<file path="config.mk">
export PLATFORM = sky130hd
export DESIGN_NAME = banked_mem_arbiter_flat
export DESIGN_NICKNAME = d
export VERILOG_FILES = /design/src/rtl/banked_mem_arbiter_if.sv /design/src/rtl/banked_mem_arbiter.sv /design/src/flat_wrapper.sv
export SDC_FILE = /design/constraint.sdc
export NUM_CORES = 1
export LEC_CHECK = 0
export CAP_MARGIN = 15
export CORE_MARGIN = 2
export CORE_UTILIZATION = 30
export DETAILED_ROUTE_END_ITERATION = 7
export GPL_TIMING_DRIVEN = 0
export HOLD_SLACK_MARGIN = 0.1
export PLACE_DENSITY = 0.86
export SYNTH_ARGS = -nofsm -noshare
export SYNTH_HDL_FRONTEND = slang
export SYNTH_SLANG_ARGS = --single-unit
</file>
<file path="constraint.sdc">
create_clock -name clk -period 4.3 [get_ports clk]
set_clock_uncertainty 0.05 [all_clocks]
set_input_delay 1.29 -clock clk [delete_from_list [all_inputs] [get_ports clk]]
set_output_delay 1.29 -clock clk [all_outputs]
set_load 0.01 [all_outputs]
</file>
<file path="src/rtl/banked_mem_arbiter_if.sv">
// Requester A/B handshake plus memory-side bus for banked_mem_arbiter.
// The arbiter uses the slave modport; the clients and memory side use master.
interface banked_mem_arbiter_if;
    logic        a_req;
    logic        a_we;
    logic [10:0] a_addr;
    logic [7:0]  a_wdata;
    logic        a_gnt;
    logic        a_rvalid;
    logic [7:0]  a_rdata;

    logic        b_req;
    logic        b_we;
    logic [10:0] b_addr;
    logic [7:0]  b_wdata;
    logic        b_gnt;
    logic        b_rvalid;
    logic [7:0]  b_rdata;

    logic        mem_ren;
    logic        mem_wen;
    logic [10:0] mem_raddr;
    logic [10:0] mem_waddr;
    logic [7:0]  mem_din;
    logic [7:0]  mem_dout;

    modport slave (
        input  a_req, a_we, a_addr, a_wdata,
        input  b_req, b_we, b_addr, b_wdata,
        input  mem_dout,
        output a_gnt, a_rvalid, a_rdata,
        output b_gnt, b_rvalid, b_rdata,
        output mem_ren, mem_wen, mem_raddr, mem_waddr, mem_din
    );

    modport master (
        output a_req, a_we, a_addr, a_wdata,
        output b_req, b_we, b_addr, b_wdata,
        output mem_dout,
        input  a_gnt, a_rvalid, a_rdata,
        input  b_gnt, b_rvalid, b_rdata,
        input  mem_ren, mem_wen, mem_raddr, mem_waddr, mem_din
    );
endinterface

</file>
<file path="src/rtl/banked_mem_arbiter.sv">
// Two-requester arbiter for a banked memory: dual-issues a read and a write on different
// sub-banks, otherwise round-robin with burst limit. Optional stats: BANKED_MEM_ARBITER_STATS_EN.
//
// state   | meaning
// PRIO_A  | requester A wins the next conflict
// PRIO_B  | requester B wins the next conflict
module banked_mem_arbiter #(
    parameter int BURST_MAX = 1,
    parameter int CNT_W     = 4
) (
    input  logic                  clk,
    input  logic                  rst_n,
    banked_mem_arbiter_if.slave   bus
`ifdef BANKED_MEM_ARBITER_STATS_EN
    ,
    output logic [15:0]           conflict_cnt,
    output logic [15:0]           dual_cnt,
    output logic [15:0]           stall_b
`endif
);

    typedef enum logic {PRIO_A = 1'b0, PRIO_B = 1'b1} prio_t;

    // A burst limit of zero would never hand priority over, so it behaves as one.
    localparam int              BM   = (BURST_MAX < 1) ? 1 : BURST_MAX;
    localparam logic [CNT_W-1:0] BM_C = CNT_W'(BM);

    prio_t            r_prio;
    logic [CNT_W-1:0] r_burst_cnt;
    logic             r_rd_a;
    logic             r_rd_b;

    logic             w_a_req;
    logic             w_b_req;
    logic             w_both;
    logic             w_conflict;
    logic             w_a_gnt;
    logic             w_b_gnt;
    logic             w_a_rd;
    logic             w_a_wr;
    logic             w_b_rd;
    logic             w_b_wr;
    logic [CNT_W-1:0] w_cnt_inc;

    // Requests are masked by reset so every grant and enable is low while rst_n=0.
    assign w_a_req    = bus.a_req & rst_n;
    assign w_b_req    = bus.b_req & rst_n;
    assign w_both     = w_a_req & w_b_req;
    assign w_conflict = w_both & ((bus.a_we == bus.b_we) |
                                  (bus.a_addr[10:7] == bus.b_addr[10:7]));
    assign w_a_gnt    = w_a_req & (~w_conflict | (r_prio == PRIO_A));
    assign w_b_gnt    = w_b_req & (~w_conflict | (r_prio == PRIO_B));
    assign w_a_rd     = w_a_gnt & ~bus.a_we;
    assign w_a_wr     = w_a_gnt &  bus.a_we;
    assign w_b_rd     = w_b_gnt & ~bus.b_we;
    assign w_b_wr     = w_b_gnt &  bus.b_we;
    assign w_cnt_inc  = r_burst_cnt + CNT_W'(1);

    assign bus.a_gnt     = w_a_gnt;
    assign bus.b_gnt     = w_b_gnt;
    assign bus.mem_ren   = w_a_rd | w_b_rd;
    assign bus.mem_wen   = w_a_wr | w_b_wr;
    assign bus.mem_raddr = w_a_rd ? bus.a_addr  : (w_b_rd ? bus.b_addr  : 11'd0);
    assign bus.mem_waddr = w_a_wr ? bus.a_addr  : (w_b_wr ? bus.b_addr  : 11'd0);
    assign bus.mem_din   = w_a_wr ? bus.a_wdata : (w_b_wr ? bus.b_wdata : 8'd0);

    assign bus.a_rvalid = r_rd_a;
    assign bus.b_rvalid = r_rd_b;
    assign bus.a_rdata  = r_rd_a ? bus.mem_dout : 8'd0;
    assign bus.b_rdata  = r_rd_b ? bus.mem_dout : 8'd0;

    always_ff @(posedge clk or negedge rst_n) begin
        if (!rst_n) begin
            r_prio      <= PRIO_A;
            r_burst_cnt <= '0;
            r_rd_a      <= 1'b0;
            r_rd_b      <= 1'b0;
        end else begin
            r_rd_a <= w_a_rd;
            r_rd_b <= w_b_rd;
            if (w_conflict) begin
                if (w_cnt_inc >= BM_C) begin
                    r_prio      <= (r_prio == PRIO_A) ? PRIO_B : PRIO_A;
                    r_burst_cnt <= '0;
                end else begin
                    r_burst_cnt <= w_cnt_inc;
                end
            end else if (w_a_req && !w_b_req && (r_prio == PRIO_B)) begin
                r_prio      <= PRIO_A;
                r_burst_cnt <= '0;
            end else if (w_b_req && !w_a_req && (r_prio == PRIO_A)) begin
                r_prio      <= PRIO_B;
                r_burst_cnt <= '0;
            end
        end
    end

`ifdef BANKED_MEM_ARBITER_STATS_EN
    logic [15:0] r_conflict_cnt;
    logic [15:0] r_dual_cnt;
    logic [15:0] r_stall_b;

    always_ff @(posedge clk or negedge rst_n) begin
        if (!rst_n) begin
            r_conflict_cnt <= 16'd0;
            r_dual_cnt     <= 16'd0;
            r_stall_b      <= 16'd0;
        end else begin
            if (w_conflict && (r_conflict_cnt != 16'hFFFF))
                r_conflict_cnt <= r_conflict_cnt + 16'd1;
            if (w_both && !w_conflict && (r_dual_cnt != 16'hFFFF))
                r_dual_cnt <= r_dual_cnt + 16'd1;
            if (w_b_req && !w_b_gnt && (r_stall_b != 16'hFFFF))
                r_stall_b <= r_stall_b + 16'd1;
        end
    end

    assign conflict_cnt = r_conflict_cnt;
    assign dual_cnt     = r_dual_cnt;
    assign stall_b      = r_stall_b;
`endif

endmodule

</file>
<file path="src/flat_wrapper.sv">
// flat-port wrapper written by rule: the top's interface ports become plain ports
module banked_mem_arbiter_flat 
#(
    parameter int BURST_MAX = 1,
    parameter int CNT_W     = 4
)
  (clk, rst_n, bus_a_req, bus_a_we, bus_a_addr, bus_a_wdata, bus_b_req, bus_b_we, bus_b_addr, bus_b_wdata, bus_mem_dout, bus_a_gnt, bus_a_rvalid, bus_a_rdata, bus_b_gnt, bus_b_rvalid, bus_b_rdata, bus_mem_ren, bus_mem_wen, bus_mem_raddr, bus_mem_waddr, bus_mem_din);
  banked_mem_arbiter_if bus_i ();
  input  logic clk;
  input  logic rst_n;
  input wire logic [$bits(bus_i.a_req)-1:0] bus_a_req;
  input wire logic [$bits(bus_i.a_we)-1:0] bus_a_we;
  input wire logic [$bits(bus_i.a_addr)-1:0] bus_a_addr;
  input wire logic [$bits(bus_i.a_wdata)-1:0] bus_a_wdata;
  input wire logic [$bits(bus_i.b_req)-1:0] bus_b_req;
  input wire logic [$bits(bus_i.b_we)-1:0] bus_b_we;
  input wire logic [$bits(bus_i.b_addr)-1:0] bus_b_addr;
  input wire logic [$bits(bus_i.b_wdata)-1:0] bus_b_wdata;
  input wire logic [$bits(bus_i.mem_dout)-1:0] bus_mem_dout;
  output wire logic [$bits(bus_i.a_gnt)-1:0] bus_a_gnt;
  output wire logic [$bits(bus_i.a_rvalid)-1:0] bus_a_rvalid;
  output wire logic [$bits(bus_i.a_rdata)-1:0] bus_a_rdata;
  output wire logic [$bits(bus_i.b_gnt)-1:0] bus_b_gnt;
  output wire logic [$bits(bus_i.b_rvalid)-1:0] bus_b_rvalid;
  output wire logic [$bits(bus_i.b_rdata)-1:0] bus_b_rdata;
  output wire logic [$bits(bus_i.mem_ren)-1:0] bus_mem_ren;
  output wire logic [$bits(bus_i.mem_wen)-1:0] bus_mem_wen;
  output wire logic [$bits(bus_i.mem_raddr)-1:0] bus_mem_raddr;
  output wire logic [$bits(bus_i.mem_waddr)-1:0] bus_mem_waddr;
  output wire logic [$bits(bus_i.mem_din)-1:0] bus_mem_din;
  assign bus_i.a_req = bus_a_req;
  assign bus_i.a_we = bus_a_we;
  assign bus_i.a_addr = bus_a_addr;
  assign bus_i.a_wdata = bus_a_wdata;
  assign bus_i.b_req = bus_b_req;
  assign bus_i.b_we = bus_b_we;
  assign bus_i.b_addr = bus_b_addr;
  assign bus_i.b_wdata = bus_b_wdata;
  assign bus_i.mem_dout = bus_mem_dout;
  assign bus_a_gnt = bus_i.a_gnt;
  assign bus_a_rvalid = bus_i.a_rvalid;
  assign bus_a_rdata = bus_i.a_rdata;
  assign bus_b_gnt = bus_i.b_gnt;
  assign bus_b_rvalid = bus_i.b_rvalid;
  assign bus_b_rdata = bus_i.b_rdata;
  assign bus_mem_ren = bus_i.mem_ren;
  assign bus_mem_wen = bus_i.mem_wen;
  assign bus_mem_raddr = bus_i.mem_raddr;
  assign bus_mem_waddr = bus_i.mem_waddr;
  assign bus_mem_din = bus_i.mem_din;
  banked_mem_arbiter #(.BURST_MAX(BURST_MAX), .CNT_W(CNT_W)) u_core (.clk(clk), .rst_n(rst_n), .bus(bus_i));
endmodule
</file>
# Word-level counts from Yosys, hierarchy flattened
# Index checks and enable logic that the tools add are counted.
word_totals:
  ff_bits: 7
  out_inout_bits: 52
  in_bits: 52
  elab_cells: 53
classes:
  mux: 17
  reduce_logical: 8
  n_addsub: 1
  bitwise: 19
  order_cmp: 1
  eq_ne: 3
op_table:
  columns: ["operator", "n"]
  rows:
  - ["11-bit 2-to-1 mux", 4]
  - ["8-bit 2-to-1 mux", 4]
  - ["4-bit 2-to-1 mux", 4]
  - ["1-bit AND", 10]
  - ["1-bit 2-to-1 mux", 5]
  - ["1-bit OR", 5]
  - ["4-bit by 1-bit adder with 4-bit output (second input constant)", 1]
  - ["4-bit equality test", 1]
  - ["4-bit by 1-bit >= comparator with 1-bit output (second input constant)", 1]
  - ["1-bit logical AND", 4]
  - ["1-bit NOT", 4]
  - ["3-bit nonzero test", 1]
  - ["1-bit logical NOT", 2]
  - ["2-bit inequality test (second input constant)", 1]
  - ["2-bit AND reduction", 1]
  - ["1-bit equality test", 1]

# Depth between registers and ports, before layout
# Gate-level depths: netlist (run 1).
logic_depth:
  word_depth: 9
  mapped_depth: 6
  ltp_nobuf: 6

# Least setup slack after synthesis (run 1)
# No wires, ideal clock.
synth_path:
  path_type: "input -> output"
  from: "in bus_b_addr[8]"
  to: "out bus_mem_raddr[1]"
  t_arrival_ns: 2.509
  t_required_ns: 2.960
  n_path_buf: 1
  cell_stages: 5
  setup_slack_ns: 0.451
  cell_sequence: "xor2_1 -> o41ai_1 -> a311oi_1 -> buf_4 -> a22o_1"
synth_via:
  elab_cells_between_ends: 12
  classes_between: "eq/ne (1); mux (2); bitwise (9)"
synth_rtl:
  columns: ["item", "line_no", "rtl"]
  rows:
  - ["start: declaration", "flat_wrapper.sv:17", "input wire logic [$bits(bus_i.b_addr)-1:0] bus_b_addr;"]
  - ["4-bit equality test", "banked_mem_arbiter.sv:50", "(bus.a_addr[10:7] == bus.b_addr[10:7]));"]
  - ["1-bit OR", "banked_mem_arbiter.sv:49", "assign w_conflict = w_both & ((bus.a_we == bus.b_we) |"]
  - ["1-bit AND", "banked_mem_arbiter.sv:49", null]
  - ["1-bit NOT", "banked_mem_arbiter.sv:51", "assign w_a_gnt = w_a_req & (~w_conflict | (r_prio == PRIO_A));"]
  - ["1-bit OR", "banked_mem_arbiter.sv:51", null]
  - ["1-bit AND", "banked_mem_arbiter.sv:51", null]
  - ["1-bit AND", "banked_mem_arbiter.sv:53", "assign w_a_rd = w_a_gnt & ~bus.a_we;"]
  - ["named net u_core.w_a_rd", "banked_mem_arbiter.sv:39", "logic w_a_rd;"]
  - ["11-bit 2-to-1 mux", "banked_mem_arbiter.sv:63", "assign bus.mem_raddr = w_a_rd ? bus.a_addr : (w_b_rd ? bus.b_addr : 11'd0);"]
  - ["end: declaration", "flat_wrapper.sv:28", "output wire logic [$bits(bus_i.mem_raddr)-1:0] bus_mem_raddr;"]
# The timed path passes the listed nets, and every way through them passes these cells.

# Final worst setup path (run 1)
layout_path:
  from: "in bus_b_addr[7]"
  to: "out bus_mem_waddr[5]"
layout_via:
  elab_chain_len: 9
  elab_cells_between_ends: 12
  classes_between: "eq/ne (1); mux (2); bitwise (9)"
layout_lines:
  columns: ["item", "line_no", "rtl"]
  rows:
  - ["4-bit equality test *", "banked_mem_arbiter.sv:50", null]
  - ["1-bit OR *", "banked_mem_arbiter.sv:49", null]
  - ["1-bit AND *", "banked_mem_arbiter.sv:49", null]
  - ["1-bit NOT *", "banked_mem_arbiter.sv:51, banked_mem_arbiter.sv:52", null]
  - ["1-bit OR", "banked_mem_arbiter.sv:52", "assign w_b_gnt = w_b_req & (~w_conflict | (r_prio == PRIO_B));"]
  - ["1-bit AND", "banked_mem_arbiter.sv:52", null]
  - ["1-bit AND", "banked_mem_arbiter.sv:56", "assign w_b_wr = w_b_gnt & bus.b_we;"]
  - ["11-bit 2-to-1 mux", "banked_mem_arbiter.sv:64", "assign bus.mem_waddr = w_a_wr ? bus.a_addr : (w_b_wr ? bus.b_addr : 11'd0);"]
  - ["11-bit 2-to-1 mux *", "banked_mem_arbiter.sv:64", null]
  - ["end: declaration", "flat_wrapper.sv:29", "output wire logic [$bits(bus_i.mem_waddr)-1:0] bus_mem_waddr;"]
# Mark *: on every way between the ends. The rest lies on a longest branch, timed or not.

==> metrics.md, run 1 <==
| Metric | Value |
|---|---|
| CTS tree | yes |
| Starting density of the core | 31.1% |
| WL per Instance | 18.7 µm |
| Placed insts | 259 |
| # nets final | 304 |
| Setup TNS | -7.19 ps |
| Flops & latches, synth | 7 |
| Ant. Diodes | 0 |
| Pin count of the biggest net entering global routing | 14 |
| Reg2reg end | u_core.r_burst_cnt[2] |
| Hold WS | 466 ps |
| Synth Area per Inst | 8.40 µm² |
| Die area | 3600 µm² |
| Worst setup path startpoint | bus_b_addr[7] |
| Worst Path Arrival | 2970 ps |
| Largest delay contributor family on the critical path | buffers and inverters |
| Post-Syn Area | ~940 µm² |
| Worst setup SP type | input port |
| Total CTS buffers | 3 |
| Leak Pwr | 1.15 nW |
| Final hold vios | 0 |
| Post-Route Utilization | ~80% |
| Via count | about 1600 |
| Failing checks | setup timing |
| R2r setup slk | between 2000 and 2500 ps |
| Req. time, crit path | 2960 ps |
| Critical Path Stages | 9 |
| Post-Syn Instances | 112 |
| Max clock buf depth | 2 |
| Clock Root Buffer | clkbuf_4 |
| Outcome | finished, violations left |
| Clk pin slew, worst setup/hold paths | 60 ps |
| EDFF count, synth | 0 |
| Fin crit share | 100% |
| Top FF cell, synth | dfrtp_1 |
| 1st-iter DRT viols | 70 |
| Max-slew headroom | 60.1% |
| GPL Wtd Cong | roughly 0.82 |
| Fillers | 195 |
| First-pass GRT wire length | 7.21 mm |
| # IOs | 104 |
| Post-route ant nets | 0 |
| Crit Reg-Reg Startpoint | u_core.r_prio |
| Syn nets | 166 |
| IO Port Bufs | between 100 and 150 |
| GRT Total Usage | between 20% and 30% |
| Die Span X | 60.0 µm |
| Critical path capture point type | output pin |
| Final setup margin | -7.19 ps |
| Initial antenna violation count | 0 |
| End of the critical path | bus_mem_waddr[5] |
| Peak supply drop | 108 µV |
| CP bufs+invs | 5 |
| Crit Path Class | input port to output pin |
| Yosys warns | 0 |
| Tmin final | 4310 ps |
| Unique cell type count in the Yosys netlist | 30 |
| Post-route insts no fill | 293 |
| Total gr overflow | 0 |
| PwrDens | around 160 nW/µm² |
| Detailed Place HPWL | about 3.2 mm |
| Final Max Tran Viols | 0 |
| # H-tree levels | 1 |
| Row cnt | 20 |
| Worst Hold Class | flip-flop to flip-flop |
| Clock Sinks | 7 |
| Critical path fanouts, max | 5 |
| FFs w/ async S/R, synth | 100% |
| Worst R2R Path Depth | 5 |
| DRT Wirelength | 5.47 mm |
| Worst slack at placement | -881 ps |
| RSZ-0062 raised after global routing | true |
| Post-CTS Hold Buffers | 0 |
| Number of global-route vias before repair | 1442 |
| Worst path cell trace | buf_2 > xor2_4 > buf_6 > o41ai_4 > a211oi_2 > buf_4 > buf_4 > a22o_1 > buf_2 |
| Clk_lat worst skew | 270 ps |
| Register area share after synthesis | 18.6% |
| Vias per Instance | between 5 and 6 |
| Max incr delay on CP | 330 ps |
| Worst-Margin Slew | 598 ps |
| Share of cells above drive strength 1 | a little under 40% |
| FMAX | 232 MHz |
| CORE AREA | 3030 µm² |
| Max-Cap Viols | 0 |
| Crit path max-delay cell type | o41ai_4 |
| 1st-pass router iterations | 4 |
| Area delta synth->final | 151% |
| DRC viols | 0 |
| Die Y | 60.0 µm |
| # setup viols final | 1 |
==> sequential cells by signal, summed over array words and instances, names as in the netlist <==
signal / cells
u_core.r_burst_cnt: 4
u_core.bus.a_rvalid: 1
u_core.bus.b_rvalid: 1
u_core.r_prio: 1
==> layout by cell type, fill, tap and decap left out, types with 2 or more instances in the layout <==
master	Yosys	layout
clkdlybuf4s50_1	0	57
buf_2	4	36
a22o_1	30	30
buf_4	2	26
and2_1	18	18
buf_6	0	12
dfrtp_1	7	7
inv_1	5	5
o41ai_4	0	5
nand2_1	6	5
and3_1	4	4
xor2_4	0	3
a21oi_1	3	3
clkbuf_4	0	3
dlygate4sd2_1	0	3
clkbuf_1	1	2
xor2_2	0	2
a211oi_2	0	2
ha_1	2	2
dlymetal6s2s_1	0	2
==> how the worst min path moves through the flow <==
| stage | startpoint | endpoint | slack (ps) | cells after the start |
|---|---|---|---|---|
| finish | u_core.r_burst_cnt[3] | u_core.r_burst_cnt[3] | 470 | 1 |
| floorplan | u_core.r_burst_cnt[3] | u_core.r_burst_cnt[3] | 420 | 1 |
| detailed placement | u_core.r_burst_cnt[3] | u_core.r_burst_cnt[3] | 450 | 1 |
| global placement | u_core.r_burst_cnt[3] | u_core.r_burst_cnt[3] | 440 | 1 |
| global route | u_core.r_burst_cnt[3] | u_core.r_burst_cnt[3] | 500 | 1 |
| CTS | u_core.r_burst_cnt[3] | u_core.r_burst_cnt[3] | 470 | 1 |
==> stage by stage <==
| stage | total power [mW] | cell area (µm²) |
|---|---|---|
| 2_1_floorplan | 0.134 | 941 |
| 3_3_place_gp | 0.237 | 2030 |
| 3_5_place_dp | 0.242 | 2030 |
| 4_1_cts | 0.334 | 2250 |
| 5_1_grt | 0.383 | 2360 |
| 6_report | 0.370 | 2360 |
==> synthesized netlist by cell type, types with 2 or more instances <==
| cell | instances | area [µm²] |
|---|---|---|
| o41ai_1 | 4 | 35.0 |
| ha_1 | 2 | 25.0 |
| a311oi_1 | 2 | 17.5 |
| inv_1 | 5 | 18.8 |
| dfrtp_1 | 7 | 175 |
| xor2_1 | 5 | 43.8 |
| or2_1 | 2 | 12.5 |
| a22o_1 | 30 | 263 |
| nand2_1 | 6 | 22.5 |
| and3_1 | 4 | 25.0 |
| a21oi_1 | 3 | 15.0 |
| a211oi_1 | 3 | 22.5 |
| buf_2 | 4 | 20.0 |
| and2_1 | 18 | 113 |
| buf_4 | 2 | 15.0 |
==> cell families (layout without fill, tap and decap cells) <==
family | count (synthesis) | after routing | synth area share [%]
simple gates | 36 | 36 | 22.6
xor+xnor | 5 | 5 | 4.65
fa+ha+maj | 2 | 2 | 2.66
buf+inv | 12 | 149 | 6.12
compound gates | 49 | 49 | 44.3
mux | 1 | 1 | 1.06
flops | 7 | 7 | 18.6
==> power breakdown <==
part / leakage, nW / switching [mW] / internal [mW] / total (mW)
clock: 0.0150 / 0.0280 / 0.0356 / 0.0636
combinational: 1.04 / 0.109 / 0.128 / 0.236
sequential: 0.0954 / 0.00179 / 0.0684 / 0.0701
==> layout make-up <==
class / instances / area (µm²) / share of cell area, %
clock buffers: 4 / 26.3 / 1.11
plain buffers: 7 / 56.3 / 2.39
multi-input cells: 93 / 912 / 38.7
inverters: 5 / 18.8 / 0.795
flip-flops and latches: 7 / 175 / 7.42
well taps: 44 / 55.1 / 2.33
repair buffers: 133 / 1120 / 47.3
==> repair_timing <==
item	4_1_cts	5_1_grt
hold endpoints to repair	0	0
setup endpoints to repair	34	34
cloned	3	2
pin swaps	12	13
resized for setup	186	38
buffers inserted	20	6
==> per-layer routing <==
| metal | routed length [µm] | global-route usage [%] |
|---|---|---|
| met3 | 464 | 3.25 |
| met5 | 0 | 0 |
| met2 | 2870 | 49.5 |
| met1 | 1960 | 31.3 |
| met4 | 184 | 10.5 |
(Power assumes the default switching activity.)
==> inputs of run 2 (changes only) <==
--- a/config.mk
+++ b/config.mk
@@ -12,6 +12,7 @@
 export GPL_TIMING_DRIVEN = 0
 export HOLD_SLACK_MARGIN = 0.1
 export PLACE_DENSITY = 0.86
+export SKIP_CTS_REPAIR_TIMING = 1
 export SYNTH_ARGS = -nofsm -noshare
 export SYNTH_HDL_FRONTEND = slang
 export SYNTH_SLANG_ARGS = --single-unit
==> metrics.md, run 2 (same netlist as run 1, synthesis figures left out) <==
| Metric | Value |
|---|---|
| Max-Cap Viols | 0 (unchanged) |
| Final setup margin | -156 ps (-149 ps) |
| Die area | 3600 µm² (unchanged) |
| RSZ-0062 raised after global routing | true |
| Worst setup SP type | input port |
| Die Span X | 60.0 µm (unchanged) |
| Worst Hold Class | flip-flop to flip-flop |
| Initial antenna violation count | 0 (unchanged) |
| PwrDens | 143 nW/µm² (-8.7%) |
| Fin crit share | 104% (+3.5 points) |
| Design Power | 340 µW (-8.3%) |
| CORE AREA | 3030 µm² (unchanged) |
| # H-tree levels | 1 (unchanged) |
| # IOs | 104 (unchanged) |
| Final hold vios | 0 (unchanged) |
| Fillers | 189 (-3.1%) |
| Clk pin slew, worst setup/hold paths | 50 ps (about the same) |
| Req. time, crit path | 2960 ps (about the same) |
| Detailed Place HPWL | 3.20 mm (unchanged) |
| Max-slew headroom | 67.2% (+7.1 points) |
| DRT Wirelength | 5.07 mm (-7.3%) |
| Most frequent cells in the layout | clkdlybuf4s50_1 (58), dlymetal6s2s_1 (33), a22o_1 (30) |
| Design Area, Final | 2370 µm² (+0.48%) |
| DRC viols | 0 (unchanged) |
| # nets final | 290 (-4.6%) |
| # setup viols final | 23 (+22) |
| Outcome | finished, violations left |
| Vias per Instance | 5.43 (-0.56%) |
| Leak Pwr | 1.48 nW (+29%) |
| Critical path capture point type | output pin |
| Tmin final | 4460 ps (+149 ps) |
| Worst-Margin Slew | 491 ps (-107 ps) |
| First-pass GRT wire length | 5.58 mm (-23%) |
| Area delta synth->final | 152% |
| CTS tree | yes |
| Worst Path Arrival | 3120 ps (+150 ps) |
| Pin count of the biggest net entering global routing | 14 (unchanged) |
| 1st-pass router iterations | 4 (unchanged) |
| Max clock buf depth | 2 (unchanged) |
| Placed Area | 2030 µm² (unchanged) |
| WL per Instance | 18.2 µm (-2.7%) |
| FMAX | 224 MHz (-3.3%) |
| Post-route ant nets | 0 (unchanged) |
| Ant. Diodes | 0 (unchanged) |
| Starting density of the core | 31.1% (unchanged) |
| GRT Total Usage | 20.0% (-6.9 points) |
| Share of cells above drive strength 1 | 21.7% (-17 points) |
| Critical path fanouts, max | 10 (+5) |
| Largest Register | u_core.r_burst_cnt |
| 1st-iter DRT viols | 83 (+19%) |
| Failing checks | setup timing |
| Clock Root Buffer | clkbuf_4 |
| Max reg flops | 4 (unchanged) |
| Row cnt | 20 (unchanged) |
| Total gr overflow | 0 (unchanged) |
| GPL Wtd Cong | 0.823 (unchanged) |
| Most common cell after layout, fill and taps aside | clkdlybuf4s50_1 |
| Number of global-route vias before repair | 1264 (-12%) |
| Clock Sinks | 7 (unchanged) |
| Total CTS buffers | 3 (unchanged) |
| IO Port Bufs | 103 (unchanged) |
| Via count | 1514 (-5.3%) |
| Clk_lat worst skew | 260 ps (about the same) |
| Die Y | 60.0 µm (unchanged) |
| Crit Path Class | input port to output pin |
| Peak supply drop | 112 µV (+4.4%) |
| Final Max Tran Viols | 0 (unchanged) |
-- run 2: cell count changes in the layout (fill, tap and decap cells not counted), moves of 2 or more --
| cell | delta |
|---|---|
| dlymetal6s2s_1 | +31 |
| buf_6 | -10 |
| buf_4 | -8 |
| buf_2 | -33 |
| xor2_2 | -2 |
| o41ai_4 | -3 |
| dlygate4sd2_1 | -3 |
| clkbuf_2 | +9 |
| o41ai_2 | +3 |
-- run 2: worst max-delay path: stages --
cell and delay, ps:
clkbuf_2 140, xor2_4 230, buf_4 170, o41ai_2 320
a311oi_1 180, buf_4 190, clkbuf_4 180, or2_1 210
dlymetal6s2s_1 190
-- run 2: report_power, final --
group	internal, mW	total [mW]	switching (mW)
logic	0.113	0.207	0.0936
clock network	0.0356	0.0622	0.0267
registers	0.0683	0.0703	0.00196
-- run 2: per-layer routing --
| metal | track usage [%] | vias to the layer above | wire length (µm) |
|---|---|---|---|
| met3 | 2.38 | 15 | 341 |
| met1 | 23.3 | 729 | 1820 |
| met2 | 37.3 | 86 | 2760 |
| li1 | - | 684 | - |
| met4 | 6.35 | 0 | 152 |
| met5 | 0 | - | 0 |
-- run 2: path summary, 6_finish.rpt --
path | depth (start not counted) | to | startpoint | slack [ps]
setup reg to reg | 5 | u_core.r_burst_cnt[2] | u_core.r_prio | 2560
setup / recovery | 9 | bus_mem_wen | bus_a_addr[8] | -160
hold reg to reg | 1 | u_core.r_burst_cnt[3] | u_core.r_burst_cnt[3] | 470
max in group asynchronous | 1 | u_core.bus.a_rvalid | rst_n | 3120
hold / removal | 1 | u_core.r_burst_cnt[3] | u_core.r_burst_cnt[3] | 470
min in group asynchronous | 1 | u_core.r_burst_cnt[1] | rst_n | 860
-- run 2: layout make-up --
class	instances	area [µm²]	area share, %
timing repair buffer	119	1170	49.6
buffer	7	52.6	2.22
clock buffer	4	26.3	1.11
inverter	5	18.8	0.792
sequential	7	175	7.39
tap	44	55.1	2.32
multi-input combinational	93	868	36.6
-- run 2: per-stage QoR --
step	util (%)	TNS, ps	setup WS (ps)	hold slack (ps)	instances
final	78.3	-2130	-156	467	279
after floorplan	-	0	451	420	112
after detailed placement	66.9	-25600	-881	450	259
after CTS	67.8	-25890	-888	466	263
after global routing	78.3	-3040	-193	500	279
after global placement	66.9	-22290	-807	436	259
